===== config.mk =====
export PLATFORM = sky130hd
export DESIGN_NAME = huedeon_cmd_seq
export DESIGN_NICKNAME = d
export VERILOG_FILES = /design/src/rtl/huedeon_cmd_seq.sv
export SDC_FILE = /design/constraint.sdc
export NUM_CORES = 1
export LEC_CHECK = 0
export ABC_CLOCK_PERIOD_IN_PS = 7000
export CORE_AREA = 2 2 231 233
export DETAILED_ROUTE_END_ITERATION = 8
export DIE_AREA = 0 0 233 235
export PLACE_DENSITY = 0.76
export SLEW_MARGIN = 20
export SYNTH_ARGS = -nofsm -noshare
export SYNTH_HDL_FRONTEND = slang
export SYNTH_SLANG_ARGS = --single-unit

===== constraint.sdc =====
create_clock -name i_clk -period 7 [get_ports i_clk]
set_input_delay 1.05 -clock i_clk [delete_from_list [all_inputs] [get_ports i_clk]]
set_output_delay 1.05 -clock i_clk [all_outputs]
set_load 0.03 [all_outputs]

===== src/rtl/huedeon_cmd_seq.sv =====
// huedeon_cmd_seq: command-list sequencer for the HuedeonGPU register write port.
//
// The host pushes 32-bit command words into a show-ahead FIFO. The sequencer decodes
// WRITE_REG / DRAW / SWAP headers into single-cycle GPU register writes, waits for the
// raster to finish after each draw, and performs vblank-synchronised buffer swaps.
//
// Ports:
//   i_clk, i_reset        clock, asynchronous active-high reset
//   i_push, i_push_data   command word push; o_full / o_level / o_overflow report FIFO state
//   o_gpu_cs, o_gpu_wr_*  registered GPU register write port (cs == wr_enable)
//   i_gpu_status          bit0 = busy, bit1 = done
//   i_vblank              vertical blank level, synchronous to i_clk
//   o_idle, o_error       sequencer idle with empty FIFO / sticky unknown-opcode error
//   o_front_buf           displayed buffer (0 = BUF0)
//   o_draw_count          completed draws, o_frame_count completed swaps (both wrap)
module huedeon_cmd_seq #(
    parameter int unsigned FIFO_DEPTH    = 16,
    parameter logic [17:0] BUF0_BASE     = 18'd0,
    parameter logic [17:0] BUF1_BASE     = 18'd76800,
    parameter int unsigned START_TIMEOUT = 15
) (
    input  logic                          i_clk,
    input  logic                          i_reset,
    input  logic                          i_push,
    input  logic [31:0]                   i_push_data,
    output logic                          o_full,
    output logic [$clog2(FIFO_DEPTH):0]   o_level,
    output logic                          o_overflow,
    output logic                          o_gpu_cs,
    output logic                          o_gpu_wr_enable,
    output logic [31:0]                   o_gpu_wr_address,
    output logic [31:0]                   o_gpu_wr_data,
    input  logic [31:0]                   i_gpu_status,
    input  logic                          i_vblank,
    output logic                          o_idle,
    output logic                          o_error,
    output logic                          o_front_buf,
    output logic [15:0]                   o_draw_count,
    output logic [15:0]                   o_frame_count
);

    localparam int unsigned AW = $clog2(FIFO_DEPTH);
    localparam int unsigned CW = (START_TIMEOUT > 0) ? $clog2(START_TIMEOUT + 1) : 1;

    localparam logic [7:0] OpWriteReg = 8'h01;
    localparam logic [7:0] OpDraw     = 8'h02;
    localparam logic [7:0] OpSwap     = 8'h03;

    localparam logic [31:0] RegDrawStrobe = 32'd2;
    localparam logic [31:0] RegDrawBase   = 32'd18;
    localparam logic [31:0] RegDispBase   = 32'd19;

    localparam logic [31:0] Base0 = {14'd0, BUF0_BASE};
    localparam logic [31:0] Base1 = {14'd0, BUF1_BASE};

    typedef enum logic [3:0] {
        StInitDraw,
        StInitDisp,
        StIdle,
        StWrArg,
        StDrawIssue,
        StDrawWaitStart,
        StDrawWaitEnd,
        StSwapWaitVb,
        StSwapDisp,
        StSwapDraw,
        StError
    } state_e;

    state_e state_q, state_d;

    // FIFO storage and pointers
    logic [31:0]   mem_q [FIFO_DEPTH];
    logic [AW-1:0] rd_ptr_q, rd_ptr_d;
    logic [AW-1:0] wr_ptr_q, wr_ptr_d;
    logic [AW:0]   level_q, level_d;
    logic          overflow_q, overflow_d;

    logic          fifo_empty;
    logic          fifo_full;
    logic          in_error;
    logic          push_ok;
    logic          pop;
    logic [31:0]   head;

    // Sequencer state
    logic          wr_en_q, wr_en_d;
    logic [31:0]   wr_addr_q, wr_addr_d;
    logic [31:0]   wr_data_q, wr_data_d;
    logic [7:0]    reg_q, reg_d;
    logic [CW-1:0] cnt_q, cnt_d;
    logic [15:0]   draw_cnt_q, draw_cnt_d;
    logic [15:0]   frame_cnt_q, frame_cnt_d;
    logic          front_q, front_d;
    logic          vb_q;

    logic          busy;
    logic          unused_status;

    assign busy          = i_gpu_status[0];
    assign unused_status = ^i_gpu_status[31:1];

    assign fifo_empty = (level_q == '0);
    assign fifo_full  = (level_q == (AW + 1)'(FIFO_DEPTH));
    assign in_error   = (state_q == StError);
    // Pushes while in ERROR are discarded without flagging overflow.
    assign push_ok    = i_push && !fifo_full && !in_error;
    assign head       = mem_q[rd_ptr_q];

    // ------------------------------------------------------------------
    // FIFO
    // ------------------------------------------------------------------
    always_comb begin
        rd_ptr_d   = rd_ptr_q;
        wr_ptr_d   = wr_ptr_q;
        level_d    = level_q;
        overflow_d = overflow_q | (i_push && fifo_full && !in_error);
        if (in_error) begin
            rd_ptr_d = wr_ptr_q;
            level_d  = '0;
        end else begin
            if (push_ok) begin
                wr_ptr_d = wr_ptr_q + AW'(1);
            end
            if (pop) begin
                rd_ptr_d = rd_ptr_q + AW'(1);
            end
            if (push_ok && !pop) begin
                level_d = level_q + (AW + 1)'(1);
            end else if (pop && !push_ok) begin
                level_d = level_q - (AW + 1)'(1);
            end
        end
    end

    always_ff @(posedge i_clk) begin
        if (push_ok) begin
            mem_q[wr_ptr_q] <= i_push_data;
        end
    end

    // ------------------------------------------------------------------
    // Sequencer
    // ------------------------------------------------------------------
    always_comb begin
        state_d     = state_q;
        pop         = 1'b0;
        wr_en_d     = 1'b0;
        wr_addr_d   = wr_addr_q;
        wr_data_d   = wr_data_q;
        reg_d       = reg_q;
        cnt_d       = cnt_q;
        draw_cnt_d  = draw_cnt_q;
        frame_cnt_d = frame_cnt_q;
        front_d     = front_q;

        unique case (state_q)
            StInitDraw: begin
                wr_en_d   = 1'b1;
                wr_addr_d = RegDrawBase;
                wr_data_d = Base1;
                state_d   = StInitDisp;
            end
            StInitDisp: begin
                wr_en_d   = 1'b1;
                wr_addr_d = RegDispBase;
                wr_data_d = Base0;
                state_d   = StIdle;
            end
            StIdle: begin
                if (!fifo_empty) begin
                    pop   = 1'b1;
                    reg_d = head[7:0];
                    case (head[31:24])
                        OpWriteReg: state_d = StWrArg;
                        OpDraw:     state_d = StDrawIssue;
                        OpSwap:     state_d = StSwapWaitVb;
                        default:    state_d = StError;
                    endcase
                end
            end
            StWrArg: begin
                if (!fifo_empty) begin
                    pop       = 1'b1;
                    wr_en_d   = 1'b1;
                    wr_addr_d = {24'd0, reg_q};
                    wr_data_d = head;
                    state_d   = StIdle;
                end
            end
            StDrawIssue: begin
                wr_en_d   = 1'b1;
                wr_addr_d = RegDrawStrobe;
                wr_data_d = 32'd1;
                cnt_d     = '0;
                state_d   = StDrawWaitStart;
            end
            StDrawWaitStart: begin
                // cnt_q == 0 is the cycle the strobe is visible; busy is not yet meaningful.
                if ((cnt_q != '0) && busy) begin
                    state_d = StDrawWaitEnd;
                end else if (cnt_q == CW'(START_TIMEOUT)) begin
                    // Raster never started: degenerate triangle, still counts as a draw.
                    state_d    = StIdle;
                    draw_cnt_d = draw_cnt_q + 16'd1;
                end else begin
                    cnt_d = cnt_q + CW'(1);
                end
            end
            StDrawWaitEnd: begin
                if (!busy) begin
                    state_d    = StIdle;
                    draw_cnt_d = draw_cnt_q + 16'd1;
                end
            end
            StSwapWaitVb: begin
                if (i_vblank && !vb_q) begin
                    state_d = StSwapDisp;
                end
            end
            StSwapDisp: begin
                wr_en_d   = 1'b1;
                wr_addr_d = RegDispBase;
                wr_data_d = front_q ? Base0 : Base1;
                state_d   = StSwapDraw;
            end
            StSwapDraw: begin
                wr_en_d     = 1'b1;
                wr_addr_d   = RegDrawBase;
                wr_data_d   = front_q ? Base1 : Base0;
                front_d     = !front_q;
                frame_cnt_d = frame_cnt_q + 16'd1;
                state_d     = StIdle;
            end
            StError: begin
                state_d = StError;
            end
            default: begin
                state_d = StError;
            end
        endcase
    end

    always_ff @(posedge i_clk or posedge i_reset) begin
        if (i_reset) begin
            state_q     <= StInitDraw;
            rd_ptr_q    <= '0;
            wr_ptr_q    <= '0;
            level_q     <= '0;
            overflow_q  <= 1'b0;
            wr_en_q     <= 1'b0;
            wr_addr_q   <= '0;
            wr_data_q   <= '0;
            reg_q       <= '0;
            cnt_q       <= '0;
            draw_cnt_q  <= '0;
            frame_cnt_q <= '0;
            front_q     <= 1'b0;
            vb_q        <= 1'b0;
        end else begin
            state_q     <= state_d;
            rd_ptr_q    <= rd_ptr_d;
            wr_ptr_q    <= wr_ptr_d;
            level_q     <= level_d;
            overflow_q  <= overflow_d;
            wr_en_q     <= wr_en_d;
            wr_addr_q   <= wr_addr_d;
            wr_data_q   <= wr_data_d;
            reg_q       <= reg_d;
            cnt_q       <= cnt_d;
            draw_cnt_q  <= draw_cnt_d;
            frame_cnt_q <= frame_cnt_d;
            front_q     <= front_d;
            vb_q        <= i_vblank;
        end
    end

    assign o_full           = fifo_full;
    assign o_level          = level_q;
    assign o_overflow       = overflow_q;
    assign o_gpu_cs         = wr_en_q;
    assign o_gpu_wr_enable  = wr_en_q;
    assign o_gpu_wr_address = wr_addr_q;
    assign o_gpu_wr_data    = wr_data_q;
    assign o_idle           = (state_q == StIdle) && fifo_empty;
    assign o_error          = in_error;
    assign o_front_buf      = front_q;
    assign o_draw_count     = draw_cnt_q;
    assign o_frame_count    = frame_cnt_q;

endmodule

==> results.md <==
* Setup repair after global routing missed its margin: false
* Via count of the first global-routing pass at 12,570
* Setup skew after layout at 0.03825 ns
* GR Overflow Total at 0
* Initial antenna violation count at 3
* Cell area reported after detailed placement at 0.02636 sq mm
* Post-layout net count at 1,467
* Number of hold buffers added after cts at 0
* Clock transition at the registers of the reported paths at 0.06 ns
* Distinct cells, synth at 61
* Flop and latch count out of synthesis at 617
* Share of cells above drive strength 1 at 21.02%
* Crit share post-route at 54.70%
* Source of the worst hold timing path: o_overflow$_DFF_PP0_
* Portion of synthesized cell area occupied by the leading cell type at 63.21%
* Post-cts resize count at 0
* Maximum single-stage delay on the critical path at 0.69 ns
* Die extent in x at 233 um
* Cells after synthesis at 1,240
* Synth async-reset ratio at 17.02%
* Final Wtd Congestion at 0.8276
* Insertion delay of the later-clocked pin in the worst-skew pair at 0.63 ns
* Setup TNS Final at 0 ns
* # DRC at 0
* Static leakage at 0.009584 uW
* Number of buffers inserted during clock tree synthesis at 59
* Data arrival time of the critical path at 2.78 ns
* Predominant post-synthesis flop cell: sky130_fd_sc_hd__edfxtp_1
* Number of top-level pins at 176
* Reg2reg path depth at 5
* Top post-synthesis cells by count: sky130_fd_sc_hd__edfxtp_1, sky130_fd_sc_hd__mux4_2, sky130_fd_sc_hd__dfrtp_1
* Area growth, synth to finish at 16.51%
* Critical path required time at 5.95 ns
* Measured slew at the worst slew-check pin at 1.044 ns
* Count of vias placed by the detailed router at 12,320
* Avg Inst Size Synth at 19.62 sq um
* Result of the run: complete, no violations
* Placement-stage worst setup slack at 2.587 ns
* Final WL at 51,930 um
* HP Class: flip-flop to flip-flop
* Chip height at 235 um
* Number of hold violations in the final report at 0
* Root buffer selected by CTS: sky130_fd_sc_hd__clkbuf_16
* Critical Path Source Type: flip-flop
* Number of placed cells counting well taps at 2,013
* First DRT Iteration DRCs at 1,495
* Largest cells by area after synthesis: sky130_fd_sc_hd__edfxtp_1, sky130_fd_sc_hd__mux4_2, sky130_fd_sc_hd__dfrtp_1
* Clock buffer depth at 3
* Sort of element at the end of the critical path: output port
* PwrDens at 380.1 mW/mm^2
* Sequential area share after synthesis at 74.01%
* Antenna Violating Nets Remaining at 0
* Worst setup slack for register-to-register paths at 3.27 ns
* Placed wire-length estimate at 27,820 um
* Number of placement rows at 84
* Final cell count without fillers at 2,126
* Pre-Repair DR Iteration Count at 5
* Sequence of cells on the critical path: or4_4 > nor2_1 > and4_1 > clkdlybuf4s50_1
* Port bufs at 120
* Core Util, Final at 54.25%
* Slew headroom at 30.04%
* End point of the worst hold path: o_overflow$_DFF_PP0_
* Terminus of the critical flop-to-flop path: o_gpu_wr_data[12]$_DFFE_PP0P_
* Max-cap check violation count at 0
* Number of flops mapped to enable cells by yosys at 512
* Total global routing track utilization at 19.23%
* Number of filler cells placed in the layout at 3,952
* Synth Cell Area at 0.02432 sq mm
* Library cell with the largest summed area after synthesis: sky130_fd_sc_hd__edfxtp_1
* Post-layout worst setup margin at 3.171 ns
* Routed wirelength normalized by instance count at 24.43 um
* Htree depth at 2
* Worst reg2reg path startpoint: rd_ptr_q[0]$_DFFE_PP0P_
* Floorplan die area at 0.05476 sq mm
* Setup Fix Bufs, Post-CTS at 0
* Area of the core at 0.05224 sq mm
* Critical path type: flip-flop to output port
* Crit Path Max Fanout at 7
* Warnings, synthesis at 0
* Crit path time final at 3.829 ns
* Max-slew violation total from the final report at 0
* Peak supply drop at 229.6 uV
* Highest attainable clock frequency at 0.2612 GHz
* Library cell with the highest instance count after synthesis: sky130_fd_sc_hd__edfxtp_1
* Maximum number of pins on one net before global-route repair at 68
* Hold-critical path depth at 1
* TritonCTS clock tree: done
* Vias per cell at 5.796
* Final instance area at 0.02834 sq mm
* Initial Utilization at 46.57%
* First-pass GRT wire length at 78,660 um
* # setup viols final at 0
* Num Clock Sinks at 617
* Crit path max-delay cell type: sky130_fd_sc_hd__clkdlybuf4s50_1
worst max-delay path: cells and delay by family, from the launching register on:
family                 cells  cell delay [ns]
AND/OR/NAND/NOR            3             1.00
buffers and inverters      1             0.69
flip-flops                 1             0.48
kinds of logic (layout without fill, tap and decap cells):
family / after synthesis / count (layout) / share of synthesized area (%)
other: 1 / 25 / 0.01542
adder cells (fa/ha/maj): 13 / 13 / 0.6996
AND/OR/NAND/NOR: 176 / 176 / 3.519
AO/OA/AOI/OAI: 113 / 113 / 3.472
flip-flops: 617 / 617 / 74.01
XOR/XNOR: 40 / 40 / 1.440
multiplexers: 179 / 179 / 14.63
buffers and inverters: 101 / 275 / 2.212
flip-flops by register name (all words and copies together), names as in the netlist:
| signal | flops |
|---|---|
| o_overflow | 1 |
| o_frame_count | 16 |
| reg_q | 8 |
| o_gpu_wr_data | 32 |
| o_front_buf | 1 |
| o_gpu_cs | 1 |
| cnt_q | 4 |
| o_level | 5 |
| o_gpu_wr_address | 8 |
| wr_ptr_q | 4 |
| rd_ptr_q | 4 |
| vb_q | 1 |
| state_q | 4 |
| o_draw_count | 16 |
| mem_q | 512 |
worst max-delay path by stage:
stage                       startpoint                       endpoint  slack (ns)  cells past startpoint
2_1_floorplan                   i_push          mem_q[3][0]$_DFFE_PP_        2.67                      4
3_3_place_gp                    i_push          mem_q[1][3]$_DFFE_PP_        2.70                      6
3_5_place_dp                    i_push          mem_q[0][3]$_DFFE_PP_        2.59                      6
4_1_cts         o_level[0]$_DFFE_PP0P_                         o_idle        3.13                      4
5_1_grt        rd_ptr_q[0]$_DFFE_PP0P_  o_gpu_wr_data[18]$_DFFE_PP0P_        2.94                      5
6_report        o_level[0]$_DFFE_PP0P_                         o_idle        3.17                      4
cell usage in the layout, fill, tap and decap left out, types with 16 or more instances in the layout:
cell type                         instances
sky130_fd_sc_hd__clkbuf_1                16
sky130_fd_sc_hd__conb_1                  24
sky130_fd_sc_hd__nand2_1                 52
sky130_fd_sc_hd__mux4_2                 140
sky130_fd_sc_hd__clkdlybuf4s50_1        120
sky130_fd_sc_hd__a22o_1                  31
sky130_fd_sc_hd__o21ai_0                 19
sky130_fd_sc_hd__xnor2_1                 25
sky130_fd_sc_hd__edfxtp_1               512
sky130_fd_sc_hd__clkbuf_16               60
sky130_fd_sc_hd__buf_4                   26
sky130_fd_sc_hd__dfrtp_1                102
sky130_fd_sc_hd__nor2_1                  31
sky130_fd_sc_hd__nand3_1                 19
sky130_fd_sc_hd__mux2i_1                 27
stage by stage:
stage                     hold WS (ns)  power (uW)
after CTS                       0.4708       10860
final                           0.4677       10770
after global placement          0.4503        7589
after floorplan                 0.4544        6743
after global routing            0.4764       11240
after detailed placement        0.4566        7659
per-layer routing:
layer | GRT usage [%] | up-vias | wire length, um
li1 | - | 5248 | -
met4 | 5.752 | 4 | 1266
met5 | 0 | - | 25
met1 | 27.47 | 6459 | 21480
met2 | 30.39 | 526 | 25120
met3 | 3.507 | 85 | 4032
power by group:
| group | internal, uW | total (uW) | switching, uW |
|---|---|---|---|
| clock network | 1850 | 3200 | 1350 |
| registers | 4330 | 4680 | 344 |
| logic | 1350 | 2900 | 1550 |
| total | 7530 | 10800 | 3240 |
cell type report:
cell class              count  area [sq um]  area share (%)
diodes                      1         2.502        0.008830
clock buffers              84          1672           5.898
clock inverters            28         302.8           1.068
inverters                  16         62.56          0.2208
multi-input cells         545          6005           21.19
flip-flops and latches    617         18010           63.55
well taps                 688         860.8           3.038
repair buffers            147          1424           5.024
Power figures use the tool's default switching activity.
